**config.mk**
```make
export PLATFORM = sky130hd
export DESIGN_NAME = gemm_sched
export DESIGN_NICKNAME = d
export VERILOG_FILES = /design/src/rtl/gemm_pkg.sv /design/src/rtl/gemm_sched_beat_counter.sv /design/src/rtl/gemm_sched.sv
export SDC_FILE = /design/constraint.sdc
export NUM_CORES = 1
export LEC_CHECK = 0
export ABC_AREA = 1
export CORE_MARGIN = 4
export CORE_UTILIZATION = 52
export DETAILED_ROUTE_END_ITERATION = 8
export GPL_TIMING_DRIVEN = 0
export PLACE_DENSITY_LB_ADDON = 0.05
export SYNTH_ARGS = -nofsm -noshare
export SYNTH_HDL_FRONTEND = slang
export SYNTH_SLANG_ARGS = --single-unit
export TNS_END_PERCENT = 20
```
**constraint.sdc**
```tcl
create_clock -name AXIS_ACLK -period 8.05 [get_ports AXIS_ACLK]
set_input_delay 1.61 -clock AXIS_ACLK [delete_from_list [all_inputs] [get_ports AXIS_ACLK]]
set_output_delay 1.61 -clock AXIS_ACLK [all_outputs]
set_load 0.005 [all_outputs]
```
**src/rtl/gemm_pkg.sv**
```systemverilog
// Shared definitions for the GEMM run scheduler: scheduler state encoding,
// default counter widths and the AXI-Lite offsets of the job descriptor.
package gemm_pkg;

  localparam int CNT_W_DEF   = 16;
  localparam int BATCH_W_DEF = 16;

  typedef enum logic [2:0] {
    ST_IDLE = 3'd0,
    ST_MATW = 3'd1,
    ST_GAP  = 3'd2,
    ST_RUN  = 3'd3,
    ST_DONE = 3'd4
  } sched_state_e;

  // Job descriptor layout in the AXI-Lite register block (byte offsets).
  localparam logic [7:0] JOB_REG_CTRL   = 8'h00;  // [0] start, [1] abort
  localparam logic [7:0] JOB_REG_STATUS = 8'h04;  // [0] busy, [1] done, [2] err
  localparam logic [7:0] JOB_REG_WBEATS = 8'h08;
  localparam logic [7:0] JOB_REG_IBEATS = 8'h0C;
  localparam logic [7:0] JOB_REG_OBEATS = 8'h10;
  localparam logic [7:0] JOB_REG_NBATCH = 8'h14;
  localparam logic [7:0] JOB_REG_BIDX   = 8'h18;

  function automatic logic is_busy_state(sched_state_e s);
    return s != ST_IDLE;
  endfunction

endpackage

```
**src/rtl/gemm_sched_beat_counter.sv**
```systemverilog
// Up-counter of accepted stream beats. Clear has priority over increment,
// the count holds once it reaches the limit, and at_last flags the count
// whose next accepted beat is the final one.
module beat_counter #(
  parameter int W = 16
) (
  input  logic         clk,
  input  logic         rst_n,
  input  logic         clr,
  input  logic         inc,
  input  logic [W-1:0] limit,
  output logic [W-1:0] cnt,
  output logic         at_last,
  output logic         full
);

  logic [W-1:0] cnt_q;
  logic [W-1:0] cnt_d;

  assign full    = (cnt_q == limit);
  assign at_last = (cnt_q == limit - W'(1));
  assign cnt     = cnt_q;

  // Next count: clear, saturating increment, or hold.
  always_comb begin
    cnt_d = cnt_q;
    if (clr) begin
      cnt_d = '0;
    end else if (inc && !full) begin
      cnt_d = cnt_q + W'(1);
    end
  end

  // Count register.
  always_ff @(posedge clk or negedge rst_n) begin
    if (!rst_n) begin
      cnt_q <= '0;
    end else begin
      cnt_q <= cnt_d;
    end
  end

endmodule

```
**src/rtl/gemm_sched.sv**
```systemverilog
// Run scheduler for the 4-core GEMM engine. Sequences the matw/run levels
// through a weight-load phase and N batches, snooping both AXIS handshakes.
// Build option: GEMM_SCHED_BATCH_LAST_EN -- when defined, m_last marks the
// final beat of every batch; otherwise only the final beat of the job.
//
// state | meaning
// ------+--------------------------------------------------------------
// IDLE  | waiting for start; S beats here are an error
// MATW  | weight load, matw=1, counts wbeats S beats
// GAP   | one cycle with run=matw=0, resets ex_ctl/out_ctrl, clears counters
// RUN   | run=1, input/output beats counted independently
// DONE  | one-cycle done pulse, back to IDLE
module gemm_sched
  import gemm_pkg::*;
#(
  parameter int CNT_W   = CNT_W_DEF,
  parameter int BATCH_W = BATCH_W_DEF
) (
  input  logic               AXIS_ACLK,
  input  logic               AXIS_ARESETN,
  input  logic               start,
  input  logic               abort,
  input  logic [CNT_W-1:0]   cfg_wbeats,
  input  logic [CNT_W-1:0]   cfg_ibeats,
  input  logic [CNT_W-1:0]   cfg_obeats,
  input  logic [BATCH_W-1:0] cfg_nbatch,
  input  logic               s_valid,
  input  logic               s_ready,
  input  logic               m_valid,
  input  logic               m_ready,
  output logic               matw,
  output logic               run,
  output logic               m_last,
  output logic               busy,
  output logic               done,
  output logic               err,
  output logic [BATCH_W-1:0] batch_idx
);

`ifdef GEMM_SCHED_BATCH_LAST_EN
  localparam logic PER_BATCH_LAST = 1'b1;
`else
  localparam logic PER_BATCH_LAST = 1'b0;
`endif

  sched_state_e state_q, state_d;

  logic [CNT_W-1:0]   wbeats_q, wbeats_d;
  logic [CNT_W-1:0]   ibeats_q, ibeats_d;
  logic [CNT_W-1:0]   obeats_q, obeats_d;
  logic [BATCH_W-1:0] nbatch_q, nbatch_d;

  logic matw_q, matw_d;
  logic run_q,  run_d;
  logic busy_q, busy_d;
  logic done_q, done_d;
  logic err_q,  err_d;

  logic s_hs;
  logic m_hs;
  logic cfg_ok;
  logic batch_inc;

  logic               io_clr;
  logic               i_inc;
  logic [CNT_W-1:0]   i_limit;
  logic [CNT_W-1:0]   icnt;
  logic               i_at_last;
  logic               i_full;
  logic               o_inc;
  logic [CNT_W-1:0]   ocnt;
  logic               o_at_last;
  logic               o_full;
  logic               b_clr;
  logic               b_at_last;
  logic               b_full;
  logic               unused_cnt;

  assign s_hs   = s_valid & s_ready;
  assign m_hs   = m_valid & m_ready;
  assign cfg_ok = (cfg_ibeats != '0) && (cfg_obeats != '0) && (cfg_nbatch != '0);

  // The weight phase and the input stream share one counter; the limit
  // follows the phase that is currently counting.
  assign io_clr  = (state_q == ST_IDLE) || (state_q == ST_GAP);
  assign i_inc   = s_hs && ((state_q == ST_MATW) || (state_q == ST_RUN));
  assign i_limit = (state_q == ST_MATW) ? wbeats_q : ibeats_q;
  assign o_inc   = m_hs && (state_q == ST_RUN);
  assign b_clr   = (state_d == ST_IDLE);

  beat_counter #(.W(CNT_W)) u_icnt (
    .clk     (AXIS_ACLK),
    .rst_n   (AXIS_ARESETN),
    .clr     (io_clr),
    .inc     (i_inc),
    .limit   (i_limit),
    .cnt     (icnt),
    .at_last (i_at_last),
    .full    (i_full)
  );

  beat_counter #(.W(CNT_W)) u_ocnt (
    .clk     (AXIS_ACLK),
    .rst_n   (AXIS_ARESETN),
    .clr     (io_clr),
    .inc     (o_inc),
    .limit   (obeats_q),
    .cnt     (ocnt),
    .at_last (o_at_last),
    .full    (o_full)
  );

  beat_counter #(.W(BATCH_W)) u_bcnt (
    .clk     (AXIS_ACLK),
    .rst_n   (AXIS_ARESETN),
    .clr     (b_clr),
    .inc     (batch_inc),
    .limit   (nbatch_q),
    .cnt     (batch_idx),
    .at_last (b_at_last),
    .full    (b_full)
  );

  // Raw counts and saturation of the output/batch counters are not needed
  // for sequencing; the terminal-count flags carry all the decisions.
  assign unused_cnt = ^{icnt, ocnt, o_full, b_full};

  // Next state, error flag, descriptor capture and registered output levels.
  always_comb begin
    state_d   = state_q;
    err_d     = err_q;
    wbeats_d  = wbeats_q;
    ibeats_d  = ibeats_q;
    obeats_d  = obeats_q;
    nbatch_d  = nbatch_q;
    batch_inc = 1'b0;

    if (abort) begin
      state_d = ST_IDLE;
    end else begin
      unique case (state_q)
        ST_IDLE: begin
          if (start) begin
            if (cfg_ok) begin
              err_d    = 1'b0;
              wbeats_d = cfg_wbeats;
              ibeats_d = cfg_ibeats;
              obeats_d = cfg_obeats;
              nbatch_d = cfg_nbatch;
              state_d  = (cfg_wbeats == '0) ? ST_GAP : ST_MATW;
            end else begin
              err_d = 1'b1;
            end
          end
          if (s_hs) begin
            err_d = 1'b1;
          end
        end
        ST_MATW: begin
          if (s_hs && i_at_last) begin
            state_d = ST_GAP;
          end
        end
        ST_GAP: begin
          if (s_hs) begin
            err_d = 1'b1;
          end
          state_d = ST_RUN;
        end
        ST_RUN: begin
          if (s_hs && i_full) begin
            err_d = 1'b1;
          end
          if (m_hs && o_at_last) begin
            if (b_at_last) begin
              state_d = ST_DONE;
            end else begin
              batch_inc = 1'b1;
              state_d   = ST_GAP;
            end
          end
        end
        ST_DONE: begin
          state_d = ST_IDLE;
        end
        default: begin
          state_d = ST_IDLE;
        end
      endcase
    end

    matw_d = (state_d == ST_MATW);
    run_d  = (state_d == ST_RUN);
    busy_d = is_busy_state(state_d);
    done_d = (state_d == ST_DONE);
  end

  // State, latched descriptor and output level registers.
  always_ff @(posedge AXIS_ACLK or negedge AXIS_ARESETN) begin
    if (!AXIS_ARESETN) begin
      state_q  <= ST_IDLE;
      wbeats_q <= '0;
      ibeats_q <= '0;
      obeats_q <= '0;
      nbatch_q <= '0;
      matw_q   <= 1'b0;
      run_q    <= 1'b0;
      busy_q   <= 1'b0;
      done_q   <= 1'b0;
      err_q    <= 1'b0;
    end else begin
      state_q  <= state_d;
      wbeats_q <= wbeats_d;
      ibeats_q <= ibeats_d;
      obeats_q <= obeats_d;
      nbatch_q <= nbatch_d;
      matw_q   <= matw_d;
      run_q    <= run_d;
      busy_q   <= busy_d;
      done_q   <= done_d;
      err_q    <= err_d;
    end
  end

  assign matw   = matw_q;
  assign run    = run_q;
  assign busy   = busy_q;
  assign done   = done_q;
  assign err    = err_q;
  assign m_last = (state_q == ST_RUN) && o_at_last && (b_at_last || PER_BATCH_LAST);

endmodule

```
=== After elaboration in Yosys (flattened, before gate mapping) ===
Cells that the tools add are included.

* Bits in registers: 120
* Output and inout bits: 22
* Logic and storage cells: 92
* Input bits: 72

* Add/subtract/negate cells: 6
* Equality and inequality tests: 15
* Reduce and logical (&&, ||, !) cells: 30
* Bitwise logic cells: 3
* Mux-type cells: 25

{| class="wikitable"
|+ Operators by type and width
! kind !! number
|-
| 16-bit 2-to-1 mux || 7
|-
| 16-bit == test || 6
|-
| 16-bit by 1-bit adder with 16-bit output (second input constant) || 3
|-
| 16-bit nonzero test || 3
|-
| 16-bit by 1-bit subtractor with 16-bit output (second input constant) || 3
|-
| 3-bit 2-to-1 mux || 6
|-
| 16-bit logical NOT || 1
|-
| 1-bit logical AND || 12
|-
| 3-bit case mux with 4 select lines || 1
|-
| 3-bit by 2-bit == test with 1-bit output (second input constant) || 3
|-
| 1-bit 2-to-1 mux || 9
|-
| 3-bit by 1-bit == test with 1-bit output (second input constant) || 2
|-
| 3-bit logical NOT || 2
|-
| 2-bit nonzero test || 3
|-
| 3-bit nonzero test || 2
|-
| 5-bit AND reduction || 1
|-
| 4-bit AND reduction || 1
|-
| 3-bit == test (second input constant) || 1
|-
| 1-bit logical NOT || 3
|-
| 3-bit != test (second input constant) || 1
|-
| 1-bit case mux with 3 select lines || 1
|-
| 1-bit bitwise AND || 2
|-
| 1-bit logical OR || 2
|-
| 2-bit 2-to-1 mux || 1
|-
| other kinds (3) || 3
|}

=== Logic depth before layout (Yosys ltp) ===
* Word-level depth: 10
* Gate-level depth with buffers: 23
* Mapped depth without buffers: 21

=== Hierarchy ===
From an unflattened synthesis, not the netlist that was laid out.

* Cell total of the unflattened synthesis: 1346
* Area, all modules: 9271.4 sq um

{| class="wikitable"
|+ Modules (own cells, without submodules)
! module !! cells each !! sequential area each (sq um) !! times used !! area each (sq um)
|-
| beat_counter || 301 || 400.4 || 3 || 1823.0
|-
| gemm_sched || 443 || 1801.7 || 1 || 3802.4
|}

=== Worst setup path before layout ===
Ideal clock, no wire load.

* Path kind: register to output
* Start: reg nbatch_q[0]
* End: out m_last
* Path slack: 4.697 ns
* Buffers on the path: 0
* Cell stages (with the launch flop): 13
* Required time: 6.440 ns
* Arrival time: 1.743 ns
* Cells stage by stage: dfrtp_1 > inv_1 > ha_1 > nand3_1 > nor2_1 > nand2_1 > nand2_1 > nand2_1 > nor2_1 > nand3_1 > nor2_1 > nand3_1 > nor2_1

* Longest elaborated chain between the ends: 3

{| class="wikitable"
|+ RTL lines
! element !! RTL line !! text
|-
| start, declared || gemm_sched.sv:51 || <nowiki>logic [BATCH_W-1:0] nbatch_q, nbatch_d;</nowiki>
|-
| start signal, assigned || gemm_sched.sv:216 || <nowiki>nbatch_q <= nbatch_d;</nowiki>
|-
| 16-bit by 1-bit subtractor with 16-bit output || gemm_sched_beat_counter.sv:21 || <nowiki>assign at_last = (cnt_q == limit - W'(1));</nowiki>
|-
| 16-bit == test || gemm_sched_beat_counter.sv:21 ||
|-
| 1-bit logical AND || gemm_sched.sv:230 || <nowiki>assign m_last = (state_q == ST_RUN) && o_at_last && (b_at_last || PER_BATCH_LAST);</nowiki>
|-
| end, declared || gemm_sched.sv:33 || <nowiki>output logic m_last,</nowiki>
|}

Every way passes these cells.

=== Worst setup path after layout ===
Ends and elaborated chain as after synthesis.

==> reports/results.txt <==
Result of the run -> finished, final reports clean
Post-CTS Setup Bufs -> 0
Yosys reg bits -> 120
Syn Nets -> 1334
Synthesized area -> 8510 sq um
Pin count of the biggest net entering global routing -> 64
DR vias -> 8545
Overflow after GRT -> 0
Seq/Total Area, Yosys -> 35.3%
RR Endpoint -> u_bcnt.cnt[14]$_DFFE_PN0P_
Clock Latency Late Sink -> 0.43 ns
Main flop type after synthesis -> dfrtp_1
Worst Hold Launch -> wbeats_q[2]$_DFFE_PN0P_
Die height -> 136 um
Leak -> 4.97 nW
Max Fclk -> 207 MHz
Starting DRT DRC Count -> 598
Gate Count Post-Synth -> 1256
Dpl cells -> 1566
Pwr Density -> 199 nW/um^2
Max VDD drop -> 0.156 mV
Synth top area share -> 35.3%
Slew Limit Headroom -> 49.8%
Cell taking the most area after synthesis -> dfrtp_1
Critical path type -> flop to output pin
Final period util -> 59.9%
Worst Hold Endpoint -> wbeats_q[2]$_DFFE_PN0P_
NetSw -> 689 uW
CP max-delay cell -> clkdlybuf4s50_1
Wire per inst -> 15.8 um
Slew @ Worst Pin -> 0.746 ns
Port bufs -> 93
Synth warn -> 0
Final setup TNS -> 0 ns
Final Hold Fails -> 0
RSZ-0062 raised after global routing -> no
Core area -> 15900 sq um
Post-layout min period -> 4.82 ns
Avg Inst Size Synth -> 6.77 sq um
Nets -> 1447
Via-to-Cell Ratio -> 5.35
Most frequent cell after synthesis -> nand2_1
CP endpoint kind -> output pin
Max Transition Viols Final -> 0
Crit Reg-Reg Startpoint -> state_q[1]$_DFF_PN0_
Area Growth Syn to Fin -> 22.0%
Crit path arrival time -> 3.21 ns
Die ar. -> 18500 sq um
Reg2Reg Depth -> 21
Final antenna-violating net count -> 0
Vias in the first global route -> 7984
# hold bufs at CTS -> 0
Initial Util -> 53.4%
Global Route Usage Sum -> 27.6%
First-pass DRT Iterations -> 5
Initial antenna violation count -> 0
Fin area -> 10400 sq um
Detailed placement HPWL -> 19.6 mm
Final WL -> 25.2 mm
Critical Path RT -> 6.44 ns
Final setup fails -> 0
Clock sinks -> 120
Synth top cells by count -> nand2_1 (352), inv_1 (169), nor2_1 (145), dfrtp_1 (120), nand3_1 (89)
Cell breakdown of the critical path -> inv_1 > ha_1 > nand3_1 > nor2_1 > nand2_1 > nand2_1 > nand2_1 > nor2_1 > nand3_1 > nor2_1 > nand3_1 > nor2_1 > clkdlybuf4s50_1
TritonCTS clock tree -> yes
Placed inst area -> 9740 sq um
Cell repeated most along the worst path -> nor2_1
Die X -> 136 um
Sequential share of power -> 35.4%
Crit start category -> flop
Clock root buffer -> clkbuf_16
CP Max Fanout -> 5
First-pass GRT wire length -> 39.9 mm
Asr flop ratio synth -> 100%
Total power -> 2.06 mW
R2R setup slack -> 4.95 ns
Internal power -> 1.38 mW
Comb power frac -> 23.5%
IO Pins -> 94
Fin cells -> 1598
Post-CTS resize count -> 0
# diodes -> 0
TritonCTS Buffers -> 17
Netlist cell types -> 45
Clock Path Buffers -> 2
DRC errors left -> 0
CTS clock-pin slew for the worst setup and hold paths -> 0.06 ns
Rows -> 46
Gpl congestion -> 0.931
Pre-CTS WS -> 3.18 ns
Critical path's top delay family -> simple AND/OR/NAND/NOR gates
Slowest stage delay, CP -> 0.53 ns
Layout cell share with drive strength beyond 1 -> 9.48%
Area contributors post-synth -> dfrtp_1 (35%), nand2_1 (16%), inv_1 (7.5%), nor2_1 (6.4%), nand3_1 (5.2%)
Sw Ratio -> 33.4%
Maxcap violations -> 0
Clock network fraction of design power -> 41.1%
Clock Skew -> 0.00789 ns
Setup ws final -> 3.23 ns
H-tree depth -> 4
WP buf/inv -> 2
Worst Hold Class -> flop to flop
EDFF count, synth -> 0
Worst hold path depth -> 2
cells in the final DEF, fill, tap and decap left out, types with 5 or more instances in the layout:
cell type and count:
mux2_2 13, clkdlybuf4s50_1 92, nor2_4 6, clkbuf_16 17, xor2_1 26, nand2_1 352
nand3_2 12, inv_1 169, xnor2_1 15, nand3b_1 7, o21ai_0 64, nor4_1 18
nand3_1 89, nand2_2 24, nor2_1 145, a21oi_1 39, dfrtp_1 120, nor3_1 28
ha_1 6, clkbuf_1 16, nor2_2 8, inv_2 15, o21bai_1 5, nand4_1 43
per-layer routing:
layer	GRT usage [%]	up-vias	part of all wire (%)
li1	-	4266	-
met1	35.4	3997	43
met2	47.7	242	50
met3	5.22	40	4.8
met4	7.89	0	2.0
met5	0	-	0
registers in the layout, indices dropped and copies added (netlist names):
name,cells
busy,1
done,1
err,1
ibeats_q,16
matw,1
nbatch_q,16
obeats_q,16
run,1
state_q,3
u_bcnt.cnt,16
u_icnt.cnt,16
u_ocnt.cnt,16
wbeats_q,16
power groups by stage:
stage	sequential (mW)	combinational (mW)	clock (mW)
after global placement	0.738	0.469	0
after floorplan	0.717	0.338	0
after CTS	0.729	0.483	0.854
final	0.730	0.486	0.849
after detailed placement	0.739	0.479	0
after global routing	0.737	0.543	0.885
through the flow:
| step | util, % | hold WS, ns |
|---|---|---|
| 2_1_floorplan | - | 0.453 |
| 3_3_place_gp | 60.9 | 0.473 |
| 3_5_place_dp | 61.1 | 0.485 |
| 4_1_cts | 65.1 | 0.499 |
| 5_1_grt | 65.1 | 0.526 |
| 6_report | 65.1 | 0.498 |
layout make-up:
cell class / instances / area (sq um)
well taps: 216 / 270
clock inverters: 15 / 214
repair buffers: 94 / 960
multi-input cells: 927 / 4660
plain buffers: 23 / 151
clock buffers: 17 / 425
fillers: 1448 / 5570
inverters: 186 / 698
flip-flops and latches: 120 / 3000
worst reg2reg max path, cell delays in order (launching register included):
cell and delay (ns):
dfrtp_1 0.45, inv_2 0.16, nand3_4 0.11, buf_8 0.17, nand2_2 0.08, nand2_2 0.08
ha_1 0.30, a21oi_1 0.12, o21ai_0 0.09, nor2_1 0.12, nand3_1 0.08, nor2_1 0.16
nand3_1 0.11, nor2_2 0.11, nand3_1 0.08, nand2_1 0.12, nand2_1 0.08, nand2_2 0.11
nand3_4 0.16, buf_8 0.20, nand3_2 0.07, inv_2 0.03
cell families (layout without fill, tap and decap cells):
family / count (synthesis) / in the layout / share of synthesized area, %
adder cells (fa/ha/maj): 6 / 6 / 0.882
AND/OR/NAND/NOR: 744 / 744 / 40.1
flip-flops: 120 / 120 / 35.3
AO/OA/AOI/OAI: 123 / 123 / 7.81
XOR/XNOR: 41 / 41 / 4.22
buffers and inverters: 209 / 335 / 9.99
multiplexers: 13 / 13 / 1.72
how the worst max path moves through the flow:
stage / end / cells after the start / slack, ns / from
2_1_floorplan: m_last / 12 / 4.70 / nbatch_q[0]$_DFFE_PN0P_
3_3_place_gp: u_bcnt.cnt[12]$_DFFE_PN0P_ / 1 / 0.47 / AXIS_ARESETN
3_5_place_dp: obeats_q[5]$_DFFE_PN0P_ / 9 / 3.18 / cfg_obeats[1]
4_1_cts: m_last / 13 / 3.24 / nbatch_q[0]$_DFFE_PN0P_
5_1_grt: m_last / 13 / 3.07 / nbatch_q[0]$_DFFE_PN0P_
6_report: m_last / 13 / 3.23 / nbatch_q[0]$_DFFE_PN0P_
Note: power is estimated with default switching activity, not from simulation.
